==> src/rtl/qvga_frame_reader.sv <==
// QVGA frame-buffer reader: 640x480@60 VGA timing, 2x2 upscaled fetch, 3-cycle aligned outputs.
// Optional colour-bar generator enabled by defining QVGA_FRAME_READER_PATTERN_EN.
module qvga_frame_reader #(
  parameter int H_ACTIVE = 640,
  parameter int H_FP     = 16,
  parameter int H_SYNC   = 96,
  parameter int H_BP     = 48,
  parameter int V_ACTIVE = 480,
  parameter int V_FP     = 10,
  parameter int V_SYNC   = 2,
  parameter int V_BP     = 33
) (
  input  logic        clk,
  input  logic        reset_n,
`ifdef QVGA_FRAME_READER_PATTERN_EN
  input  logic        pattern_en,
`endif
  output logic [16:0] rAddr,
  output logic        oe,
  input  logic [11:0] rData,
  output logic        h_sync,
  output logic        v_sync,
  output logic        de,
  output logic [3:0]  red,
  output logic [3:0]  green,
  output logic [3:0]  blue,
  output logic        frame_start
);

  localparam int H_TOTAL = H_ACTIVE + H_FP + H_SYNC + H_BP;
  localparam int V_TOTAL = V_ACTIVE + V_FP + V_SYNC + V_BP;

  localparam logic [9:0] H_LAST = 10'(H_TOTAL - 1);
  localparam logic [9:0] V_LAST = 10'(V_TOTAL - 1);
  localparam logic [9:0] H_ACT  = 10'(H_ACTIVE);
  localparam logic [9:0] V_ACT  = 10'(V_ACTIVE);
  localparam logic [9:0] HS_BEG = 10'(H_ACTIVE + H_FP);
  localparam logic [9:0] HS_END = 10'(H_ACTIVE + H_FP + H_SYNC - 1);
  localparam logic [9:0] VS_BEG = 10'(V_ACTIVE + V_FP);
  localparam logic [9:0] VS_END = 10'(V_ACTIVE + V_FP + V_SYNC - 1);

  // Timing qualifiers travelling alongside the fetched pixel.
  typedef struct packed {
    logic act;
    logic hs;
    logic vs;
    logic fs;
  } stage_t;

  localparam stage_t STAGE_IDLE = '{act: 1'b0, hs: 1'b1, vs: 1'b1, fs: 1'b0};

  logic [9:0]  h_cnt, v_cnt;
  stage_t      s0, s1, s2;
  logic [16:0] addr0;
  logic        fetch0;
  logic [11:0] pix2;

  always_ff @(posedge clk or negedge reset_n) begin
    // NOTE: sequential state uses non-blocking assignments so every register samples pre-edge values.
    if (!reset_n) begin
      h_cnt <= '0;
      v_cnt <= '0;
    end else if (h_cnt == H_LAST) begin
      h_cnt <= '0;
      v_cnt <= (v_cnt == V_LAST) ? '0 : v_cnt + 10'd1;
    end else begin
      h_cnt <= h_cnt + 10'd1;
    end
  end

  assign s0.act = (h_cnt < H_ACT) && (v_cnt < V_ACT);
  assign s0.hs  = !((h_cnt >= HS_BEG) && (h_cnt <= HS_END));
  assign s0.vs  = !((v_cnt >= VS_BEG) && (v_cnt <= VS_END));
  assign s0.fs  = (h_cnt == 10'd0) && (v_cnt == 10'd0);

  // (v/2)*320 + h/2 as (v/2)<<8 + (v/2)<<6 + h/2.
  assign addr0 = {v_cnt[9:1], 8'b0} + {2'b0, v_cnt[9:1], 6'b0} + {8'b0, h_cnt[9:1]};

`ifdef QVGA_FRAME_READER_PATTERN_EN
  localparam int BAR_W = H_ACTIVE / 8;

  logic [2:0] bar0, bar1, bar2;
  logic       pat1, pat2;

  always_comb begin
    // NOTE: combinational outputs get a default first so no path leaves them unassigned (no latch).
    bar0 = '0;
    for (int i = 1; i < 8; i++) begin
      if (h_cnt >= 10'(i * BAR_W)) bar0 = 3'(i);
    end
  end

  assign fetch0 = s0.act && !pattern_en;

  always_ff @(posedge clk or negedge reset_n) begin
    if (!reset_n) begin
      bar1 <= '0;
      bar2 <= '0;
      pat1 <= 1'b0;
      pat2 <= 1'b0;
    end else begin
      bar1 <= bar0;
      bar2 <= bar1;
      pat1 <= pattern_en;
      pat2 <= pat1;
    end
  end

  // Bar index bits map to absent colour channels: bit1->R, bit2->G, bit0->B.
  assign pix2 = pat2 ? {{4{~bar2[1]}}, {4{~bar2[2]}}, {4{~bar2[0]}}} : rData;
`else
  assign fetch0 = s0.act;
  assign pix2   = rData;
`endif

  always_ff @(posedge clk or negedge reset_n) begin
    if (!reset_n) begin
      s1    <= STAGE_IDLE;
      s2    <= STAGE_IDLE;
      oe    <= 1'b0;
      rAddr <= '0;
    end else begin
      s1    <= s0;
      s2    <= s1;
      oe    <= fetch0;
      rAddr <= fetch0 ? addr0 : '0;
    end
  end

  // rData for the stage-1 address is valid while s2 holds the matching qualifiers.
  always_ff @(posedge clk or negedge reset_n) begin
    if (!reset_n) begin
      h_sync      <= 1'b1;
      v_sync      <= 1'b1;
      de          <= 1'b0;
      frame_start <= 1'b0;
      red         <= '0;
      green       <= '0;
      blue        <= '0;
    end else begin
      h_sync      <= s2.hs;
      v_sync      <= s2.vs;
      de          <= s2.act;
      frame_start <= s2.fs;
      {red, green, blue} <= s2.act ? pix2 : 12'h000;
    end
  end

endmodule
==> config.mk <==
export PLATFORM = sky130hd
export DESIGN_NAME = qvga_frame_reader
export DESIGN_NICKNAME = d
export VERILOG_FILES = /design/src/rtl/qvga_frame_reader.sv
export SDC_FILE = /design/constraint.sdc
export NUM_CORES = 1
export LEC_CHECK = 0
export ABC_AREA = 1
export CORE_AREA = 2 2 74 76
export CTS_BUF_LIST = sky130_fd_sc_hd__clkbuf_8
export DETAILED_ROUTE_END_ITERATION = 10
export DIE_AREA = 0 0 76 78
export GPL_TIMING_DRIVEN = 0
export PLACE_DENSITY = 0.85
export SLEW_MARGIN = 30
export SYNTH_ARGS = -nofsm -noshare
export SYNTH_HDL_FRONTEND = slang
export SYNTH_SLANG_ARGS = --single-unit
==> constraint.sdc <==
create_clock -name clk -period 6.3 [get_ports clk]
set_input_delay 0.63 -clock clk [delete_from_list [all_inputs] [get_ports clk]]
set_output_delay 0.63 -clock clk [all_outputs]
set_load 0.05 [all_outputs]
==> run_results.csv, run 1 <==
group,metric,value,unit
layout,area_delta_synth_final,26.5,%
setup_path,crit_arrival,1.65,ns
clocking,worst_skew_pair.late_latency,0.34,ns
floorplan,rows,26,
logic_synthesis,synth_top_area_frac,0.468,
setup_path,path_buf_inv,1,
floorplan,fp.dieW,76,um
floorplan,coreArea,0.00504,mm^2
logic_synthesis,synth_area_leaders,"dfrtp_1 47%, ha_1 8.9%, nand2_1 8.0%",
global_routing,grt_max_degree,48,
sta,period_needed,2.28,ns
power,power_leakage,1.91,nW
setup_path,slowest_delay,0.79,ns
sta,fin_tns_setup,0,ns
clocking,htreeDepth,3,
logic_synthesis,async_flop_share,1.00,
floorplan,die_y,78,um
setup_path,crit_chain,"clkdlybuf4s50_1",
logic_synthesis,seq_area_frac_synth,0.521,
setup_path,setup.worst_path.start_class,"flip-flop",
logic_synthesis,synth_edf_count,0,
sta,grt_setup_unrepaired,"false",
worst_hold_path,hold_class,"input pin to async pin",
setup_path,cp_top_family,"buffers and inverters",
floorplan,initial_utilization,0.584,
logic_synthesis,synth_top_area_cell,"dfrtp_1",
drt,ant_nets,0,
sta,worst_pin_slew,0.534,ns
layout,layout_common_cells,"63 x nand2_1, 57 x inv_1, 55 x dfrtp_1",
logic_synthesis,syn-num-nets,366,
logic_synthesis,syn-instance-count,329,
floorplan,io-pin-count,48,
global_routing,grt_pass1_vias,2309,
layout,antenna_cells,0,
global_routing,overflow,0,
clocking,clock-root-buffer,"clkbuf_8",
setup_path,r2r_slack,4.02,ns
logic_synthesis,avgSynthCellArea,8.94,um^2
drt,wirelength,6010,um
clocking,cts_inserted_buffers,9,
setup_path,slowest_stage,"clkdlybuf4s50_1",
layout,finalNetCount,425,
setup_path,worstRegToRegCells,10,
floorplan,dieArea,0.00593,mm^2
drt,avgViaCountPerCell,5.08,
sta,timing.slew.headroom,0.643,
clocking,cts.clk_slew.worst_paths,0.07,ns
logic_synthesis,syn_area,0.00294,mm^2
clocking,holdBufCountCts,0,
flow_run,maxCapViolations,0,
global_routing,grtUsageTotal,0.220,
layout,final_util,0.738,
clocking,clock_sinks,61,
setup_path,worst-path-max-fanout,1,
clocking,cts_buffer_depth,2,
layout,final_common_cell,"nand2_1",
sta,setup_viol,0,
logic_synthesis,yosys_warnings,0,
setup_path,r2r-end,"rAddr[15]",
drt,drcViolationCount,0,
place,routabilityCongestion,0.858,
clocking,cts_setup_buffers,0,
logic_synthesis,ys_ff_latch,61,
drt,dr.pass1.iters,4,
place,io_buffers,47,
global_routing,antenna_found_initial,0,
sta,fin_crit_sh,0.362,
logic_synthesis,synth.distinct_cells,27,
setup_path,critical_path_required,5.67,ns
power,ir_drop,0.143,mV
drt,vias,2350,
outcome,status,"completed",
place,place_hpwl,4490,um
sta,drv_slew,0,
clocking,cts_tree,"yes",
setup_path,crit_type,"flip-flop to primary output",
setup_path,crit_path_end_kind,"primary output",
layout,layout-drive-gt1-share,0.0967,
power,power_density,210,mW/mm^2
sta,hold_viol,0,
logic_synthesis,synth-main-ff-cell,"dfrtp_1",
setup_path,r2r_start,"v_cnt[1]",
clocking,cts_resized,0,
drt,drtIter0Drc,169,
layout,fillCellCount,349,
drt,drt-wirelength-per-cell,13.0,um
sta,max_clock_freq,438,MHz
global_routing,grt_pass1_wl,10200,um
sta,fin_skew,0.00785,ns
stage by stage:
| stage | instance area [um^2] | instances | power, mW | hold slack (ns) | setup WS [ns] |
|---|---|---|---|---|---|
| after detailed placement | 3530 | 447 | 0.448 | 0.347 | 4.05 |
| final | 3720 | 463 | 0.782 | 0.150 | 4.02 |
| after CTS | 3720 | 463 | 0.787 | 0.150 | 4.00 |
| after floorplan | 2940 | 329 | 0.421 | 0.331 | 4.30 |
| after global placement | 3500 | 446 | 0.445 | 0.333 | 2.75 |
| after global routing | 3720 | 463 | 0.806 | 0.160 | 3.94 |
registers in the layout, indices dropped and copies added (netlist names):
signal,cells
blue,4
de,1
frame_start,1
green,4
h_cnt,10
h_sync,1
rAddr,17
red,4
s1,4
s2,4
v_cnt,10
v_sync,1
kinds of logic (layout without fill, tap and decap cells):
group,count (synthesis),count (layout),share of synthesized area
xor+xnor,6,6,0.0179
buf+inv,64,128,0.0821
simple gates,146,146,0.225
flops,61,61,0.521
fa+ha+maj,23,23,0.103
compound gates,29,29,0.0506
cell usage after synthesis, drive strengths merged (2+ instances only):
library cell,number
nor3,7
nand4,11
nor2,39
inv,62
dfrtp,55
nand2,64
o21ai,13
nand3,22
fa,2
xor2,5
dfstp,6
a21oi,14
ha,21
layer usage:
layer  global-route usage  wire length [um]
met5                    0                 0
met1                0.254              2520
met2                0.390              2980
met4               0.0927               161
met3               0.0581               345
power by group:
part           internal (mW)  switching [mW]
logic                 0.0164          0.0267
registers              0.396        0.000957
clock network          0.184           0.159
total                  0.596           0.187
how the worst max path moves through the flow:
stage	startpoint	slack [ns]	cells past startpoint	endpoint
3_3_place_gp	reset_n	2.75	1	rAddr[2]
6_report	h_sync	4.02	1	h_sync
3_5_place_dp	v_cnt[1]	4.05	10	rAddr[15]
5_1_grt	v_cnt[1]	3.94	10	rAddr[15]
4_1_cts	h_sync	4.00	1	h_sync
2_1_floorplan	v_cnt[1]	4.30	10	rAddr[15]
area by class of cell:
| cell class | count | area (um^2) | area share |
|---|---|---|---|
| Clock inverter | 7 | 73.8 | 0.0198 |
| Inverter | 62 | 233 | 0.0625 |
| Clock buffer | 9 | 124 | 0.0333 |
| Multi-Input combinational cell | 204 | 1170 | 0.314 |
| Buffer | 2 | 8.76 | 0.00235 |
| Tap cell | 70 | 87.6 | 0.0235 |
| Sequential cell | 61 | 1530 | 0.412 |
| Timing Repair Buffer | 48 | 495 | 0.133 |
Note: power is estimated with default switching activity, not from simulation.
==> run 2, diff against run 1 <==
--- a/config.mk
+++ b/config.mk
@@ -6,12 +6,12 @@
 export NUM_CORES = 1
 export LEC_CHECK = 0
 export ABC_AREA = 1
-export CORE_AREA = 2 2 74 76
+export CORE_AREA = 2 2 77 79
 export CTS_BUF_LIST = sky130_fd_sc_hd__clkbuf_8
 export DETAILED_ROUTE_END_ITERATION = 10
-export DIE_AREA = 0 0 76 78
+export DIE_AREA = 0 0 79 81
 export GPL_TIMING_DRIVEN = 0
-export PLACE_DENSITY = 0.85
+export PLACE_DENSITY = 0.79
 export SLEW_MARGIN = 30
 export SYNTH_ARGS = -nofsm -noshare
 export SYNTH_HDL_FRONTEND = slang
==> constraint.sdc (replaced) <==
create_clock -name clk -period 2.1 [get_ports clk]
set_input_delay 0.21 -clock clk [delete_from_list [all_inputs] [get_ports clk]]
set_output_delay 0.21 -clock clk [all_outputs]
set_load 0.05 [all_outputs]
==> run 2 against run 1 <==
Compared with the run above:
- sequential share of layout area is 0.62 points lower
- setup slack lost 3.9 ns
- highest routed layer unchanged
- clock skew about the same
- cell area grew 1.8%
- flip-flop and latch count did not move
- clock power rose to 3.0 times the previous value
- power grew to 3.0 times the previous value
- register-to-register slack worse by 3.9 ns
- first-iteration DRC count decreased by 26%
==> run_results.csv, run 2 (synthesized netlist as in run 1, its figures left out) <==
group,metric,value,unit
setup_path,r2r_start,"v_cnt[2]",
layout,layout-drive-gt1-share,0.128,
global_routing,grtUsageTotal,0.198,
global_routing,grtUsageMet3,0.0678,
sta,worst_pin_slew,0.514,ns
floorplan,initial_utilization,0.519,
layout,final_common_cell,"nand2_1",
floorplan,fp.dieW,79,um
outcome,status,"completed",
place,dp.cells,452,
clocking,cts.clk_slew.worst_paths,0.07,ns
clocking,clock_sinks,61,
layout,largestRegisters,"rAddr x17, h_cnt x10, v_cnt x10",
layout,layout_common_cells,"61 x nand2_1, 56 x inv_1, 52 x dfrtp_1",
floorplan,dieArea,0.00640,mm^2
sta,fin_skew,0.00778,ns
sta,max_clock_freq,506,MHz
setup_path,crit_type,"flip-flop to flip-flop",
power,power_leakage,1.93,nW
place,place_hpwl,4170,um
sta,drv_slew,0,
worst_hold_path,hold_class,"input pin to async pin",
global_routing,met1_usage,0.254,
clocking,clock-root-buffer,"clkbuf_8",
place,routabilityCongestion,0.843,
floorplan,coreArea,0.00568,mm^2
layout,fillCellCount,460,
setup_path,crit_arrival,2.21,ns
clocking,cts_inserted_buffers,9,
setup_path,critical_path_required,2.33,ns
layout,area_delta_synth_final,28.8,%
global_routing,overflow,0,
floorplan,io-pin-count,48,
power,power_density,623,mW/mm^2
clocking,htreeDepth,3,
clocking,worst_skew_pair.late_latency,0.34,ns
power,ir_drop,0.366,mV
drt,drtIter0Drc,125,
floorplan,die_y,81,um
place,postPlaceCellArea,0.00353,mm^2
setup_path,r2r_slack,0.12,ns
global_routing,use_met2,0.315,
flow_run,maxCapViolations,0,
global_routing,grt_pass1_wl,9740,um
setup_path,crit_path_end_kind,"flip-flop",
global_routing,grt_max_degree,49,
layout,antenna_cells,0,
sta,timing.slew.headroom,0.656,
setup_path,setup.worst_path.start_class,"flip-flop",
layout,finalNetCount,430,
layout,top_register,"rAddr",
drt,drt-wirelength-per-cell,12.2,um
drt,dr.pass1.iters,4,
sta,hold_viol,0,
clocking,cts_buffer_depth,2,
layout,final_cells,473,
sta,period_needed,1.98,ns
sta,fin_tns_setup,0,ns
power,power,2.36,mW
layout,largest_register_ffs,17,
drt,wirelength,5750,um
layout,final_area,0.00379,mm^2
floorplan,rows,28,
drt,ant_nets,0,
layout,final_util,0.668,
drt,vias,2354,
drt,drcViolationCount,0,
clocking,cts_tree,"yes",
setup_path,critPathLaunch,"v_cnt[2]",
global_routing,antenna_found_initial,0,
global_routing,busiest_layer,"met2",
place,io_buffers,47,
drt,avgViaCountPerCell,4.98,
sta,fin_crit_sh,0.942,
global_routing,grt_pass1_vias,2149,
setup_path,worst-path-max-fanout,7,
sta,setup_viol,0,
[run 2: changes by cell type in the layout (fill, tap and decap cells not counted), sizes merged]
cell / previous run / this run
buf: 3 / 7
inv: 63 / 64
dlygate4sd3: 0 / 1
clkinv: 4 / 3
[run 2: worst paths after layout]
path	endpoint	cells after the start
setup reg to reg	rAddr[13]	9
hold / removal	rAddr[13]	2
max in group asynchronous	s1[1]	3
hold reg to reg	s2[0]	0
setup / recovery	rAddr[13]	9
min in group clk	s2[0]	0
[run 2: critical path, cell delays in order (launching register included)]
cell and delay, ns:
dfrtp_2 0.47, ha_1 0.30, ha_1 0.24, fa_2 0.41
nand3_1 0.11, nand2_2 0.09, nand2_1 0.09, nand3_1 0.06
nand2_1 0.06, nor2_1 0.04
[run 2: power by group]
| group | switching, mW | internal, mW | leakage, nW |
|---|---|---|---|
| Combinational | 0.0783 | 0.0505 | 1.07 |
| Sequential | 0.00255 | 1.19 | 0.758 |
| Clock | 0.491 | 0.553 | 0.100 |
| Total | 0.572 | 1.79 | 1.93 |
[run 2: per-layer routing]
layer,part of all wire,vias up
met2,0.47,83
met3,0.077,8
met1,0.44,1091
met5,0,-
met4,0.013,0
li1,-,1172
[run 2: metrics by stage]
stage / setup slack (ns) / hold slack, ns
5_1_grt: -0.00367 / 0.282
6_report: 0.122 / 0.271
3_3_place_gp: -1.05 / 0.332
2_1_floorplan: 0.0997 / -0.0856
4_1_cts: 0.0651 / 0.257
3_5_place_dp: -0.108 / 0.0856
[run 2: what timing repair did]
| item | 4_1_cts | 5_1_grt |
|---|---|---|
| hold buffers | 1 | 0 |
| setup buffers | 3 | 1 |
| pin swaps | 0 | 1 |
| setup endpoints to repair | 3 | 3 |
| endpoints found under the hold margin | 13 | 0 |
| gates resized for setup | 3 | 6 |
[run 2: final cells by class]
| cell class | count | area [um^2] | area share |
|---|---|---|---|
| tap | 75 | 93.8 | 0.0248 |
| sequential | 61 | 1540 | 0.406 |
| buffer | 2 | 8.76 | 0.00231 |
| timing repair buffer | 53 | 536 | 0.141 |
| clock buffer | 9 | 124 | 0.0327 |
| multi-input combinational | 204 | 1180 | 0.312 |
| inverter | 62 | 233 | 0.0614 |
| clock inverter | 7 | 73.8 | 0.0195 |
==> run 3, diff against run 2 <==
--- a/config.mk
+++ b/config.mk
@@ -10,6 +10,7 @@
 export CTS_BUF_LIST = sky130_fd_sc_hd__clkbuf_8
 export DETAILED_ROUTE_END_ITERATION = 10
 export DIE_AREA = 0 0 79 81
+export GPL_ROUTABILITY_DRIVEN = 0
 export GPL_TIMING_DRIVEN = 0
 export PLACE_DENSITY = 0.79
 export SLEW_MARGIN = 30
==> run 3 against run 2 <==
Compared with the run above:
- flip-flop and latch count stayed put
- clock skew decreased by 0.00071 ns
- power down 0.74%
- hold slack gained 0.0035 ns
- via count barely moved
==> run_results.csv, run 3 (synthesized netlist as in run 1, its figures left out) <==
group,metric,value,unit
setup_path,crit_type,"flip-flop to flip-flop",
drt,drtIter0Drc,126,
layout,largest_register_ffs,17,
layout,final_cells,479,
clocking,clock_sinks,61,
setup_path,worst-path-max-fanout,4,
worst_hold_path,hold_class,"input pin to async pin",
clocking,cts_inserted_buffers,9,
layout,final_area,0.00383,mm^2
global_routing,antenna_found_initial,0,
clocking,worst_skew_pair.late_latency,0.34,ns
drt,dr.pass1.iters,4,
drt,avgViaCountPerCell,4.92,
outcome,status,"completed",
clocking,htreeDepth,3,
clocking,cts_tree,"yes",
drt,drcViolationCount,0,
layout,final_common_cell,"nand2_1",
global_routing,grt_max_degree,49,
power,power_density,613,mW/mm^2
global_routing,overflow,0,
clocking,cts.clk_slew.worst_paths,0.07,ns
place,place_hpwl,4070,um
place,place_ws,-0.140,ns
floorplan,fp.dieW,79,um
layout,finalNetCount,436,
flow_run,maxCapViolations,0,
layout,largestRegisters,"rAddr x17, h_cnt x10, v_cnt x10",
floorplan,die_y,81,um
layout,top_register,"rAddr",
power,power,2.34,mW
global_routing,grt_pass1_vias,2263,
setup_path,critical_path_required,2.33,ns
power,power_leakage,1.97,nW
floorplan,io-pin-count,48,
sta,timing.slew.headroom,0.658,
sta,worst_pin_slew,0.512,ns
clocking,cts_buffer_depth,2,
floorplan,rows,28,
sta,drv_slew,0,
place,postPlaceCellArea,0.00353,mm^2
setup_path,crit_path_end_kind,"flip-flop",
sta,max_clock_freq,505,MHz
drt,wirelength,5730,um
power,ir_drop,0.401,mV
global_routing,grt_pass1_wl,9710,um
floorplan,initial_utilization,0.519,
sta,fin_skew,0.00707,ns
sta,setup_viol,0,
sta,fin_tns_setup,0,ns
layout,antenna_cells,0,
floorplan,coreArea,0.00568,mm^2
layout,layout-drive-gt1-share,0.139,
place,dp.cells,452,
global_routing,grtUsageTotal,0.194,
layout,area_delta_synth_final,30.1,%
sta,hold_viol,0,
setup_path,setup.worst_path.start_class,"flip-flop",
drt,ant_nets,0,
floorplan,dieArea,0.00640,mm^2
drt,drt-wirelength-per-cell,12.0,um
clocking,clock-root-buffer,"clkbuf_8",
sta,period_needed,1.98,ns
layout,layout_common_cells,"61 x nand2_1, 55 x inv_1, 52 x dfrtp_1",
setup_path,crit_arrival,2.21,ns
place,io_buffers,47,
drt,vias,2355,
sta,worst_slack,0.120,ns
sta,fin_crit_sh,0.943,
==> run 3: cell count changes in the layout (fill, tap and decap cells not counted), sizes merged <==
cell / delta
buf: +6
clkinv: +2
clkinvlp: -1
inv: -1
==> run 3: metal layers <==
metal	vias to the layer above	GRT usage	part of all wire
met5	-	0	0
met4	0	0.0862	0.020
met3	12	0.0478	0.073
met2	87	0.327	0.47
met1	1074	0.238	0.43
li1	1182	-	-
==> run 3: area by class of cell <==
| class | instances | area [um^2] |
|---|---|---|
| fill | 430 | 1850 |
| tap | 75 | 93.8 |
| multi-input combinational | 204 | 1170 |
| inverter | 62 | 233 |
| timing repair buffer | 59 | 581 |
| buffer | 2 | 8.76 |
| clock inverter | 7 | 75.1 |
| sequential | 61 | 1540 |
| clock buffer | 9 | 124 |
==> run 3: final timing paths <==
| path | end | cells past startpoint | slack [ns] | startpoint |
|---|---|---|---|---|
| worst max-delay path | rAddr[15] | 10 | 0.12 | h_cnt[9] |
| worst min-delay path | v_cnt[8] | 2 | 0.27 | reset_n |
| worst max register to register | rAddr[15] | 10 | 0.12 | h_cnt[9] |
| worst min register to register | s2[0] | 0 | 0.35 | s1[0] |
| max in group asynchronous | s1[2] | 3 | 1.28 | reset_n |
| min in group clk | s2[0] | 0 | 0.35 | s1[0] |
==> run 3: power by group <==
part           switching [mW]  total, mW  internal [mW]
Combinational          0.0783      0.129         0.0505
Sequential            0.00257       1.19           1.19
Clock                   0.474       1.03          0.553
==> run 3: worst max-delay path, stage by stage, from the launching register on <==
cell and delay [ns]:
dfrtp_1 0.38, inv_2 0.07, fa_1 0.54, inv_1 0.07, fa_2 0.34, nand3_1 0.10, nand2_2 0.08, nand3_1 0.09
nand3_1 0.08, nand2_1 0.07, nor2_1 0.04
==> run 3: per-stage QoR <==
stage	hold WS, ns	util
2_1_floorplan	-0.0856	-
3_3_place_gp	0.332	0.618
3_5_place_dp	0.0879	0.622
4_1_cts	0.252	0.662
5_1_grt	0.293	0.674
6_report	0.274	0.674
==> run 3: timing repair <==
item / 4_1_cts / 5_1_grt
endpoints found under the setup margin: 4 / 5
gates resized for setup: 3 / 5
buffers inserted: 2 / 8
pin swaps: 0 / 1
hold buffers: 1 / 0
hold endpoints to repair: 13 / 0
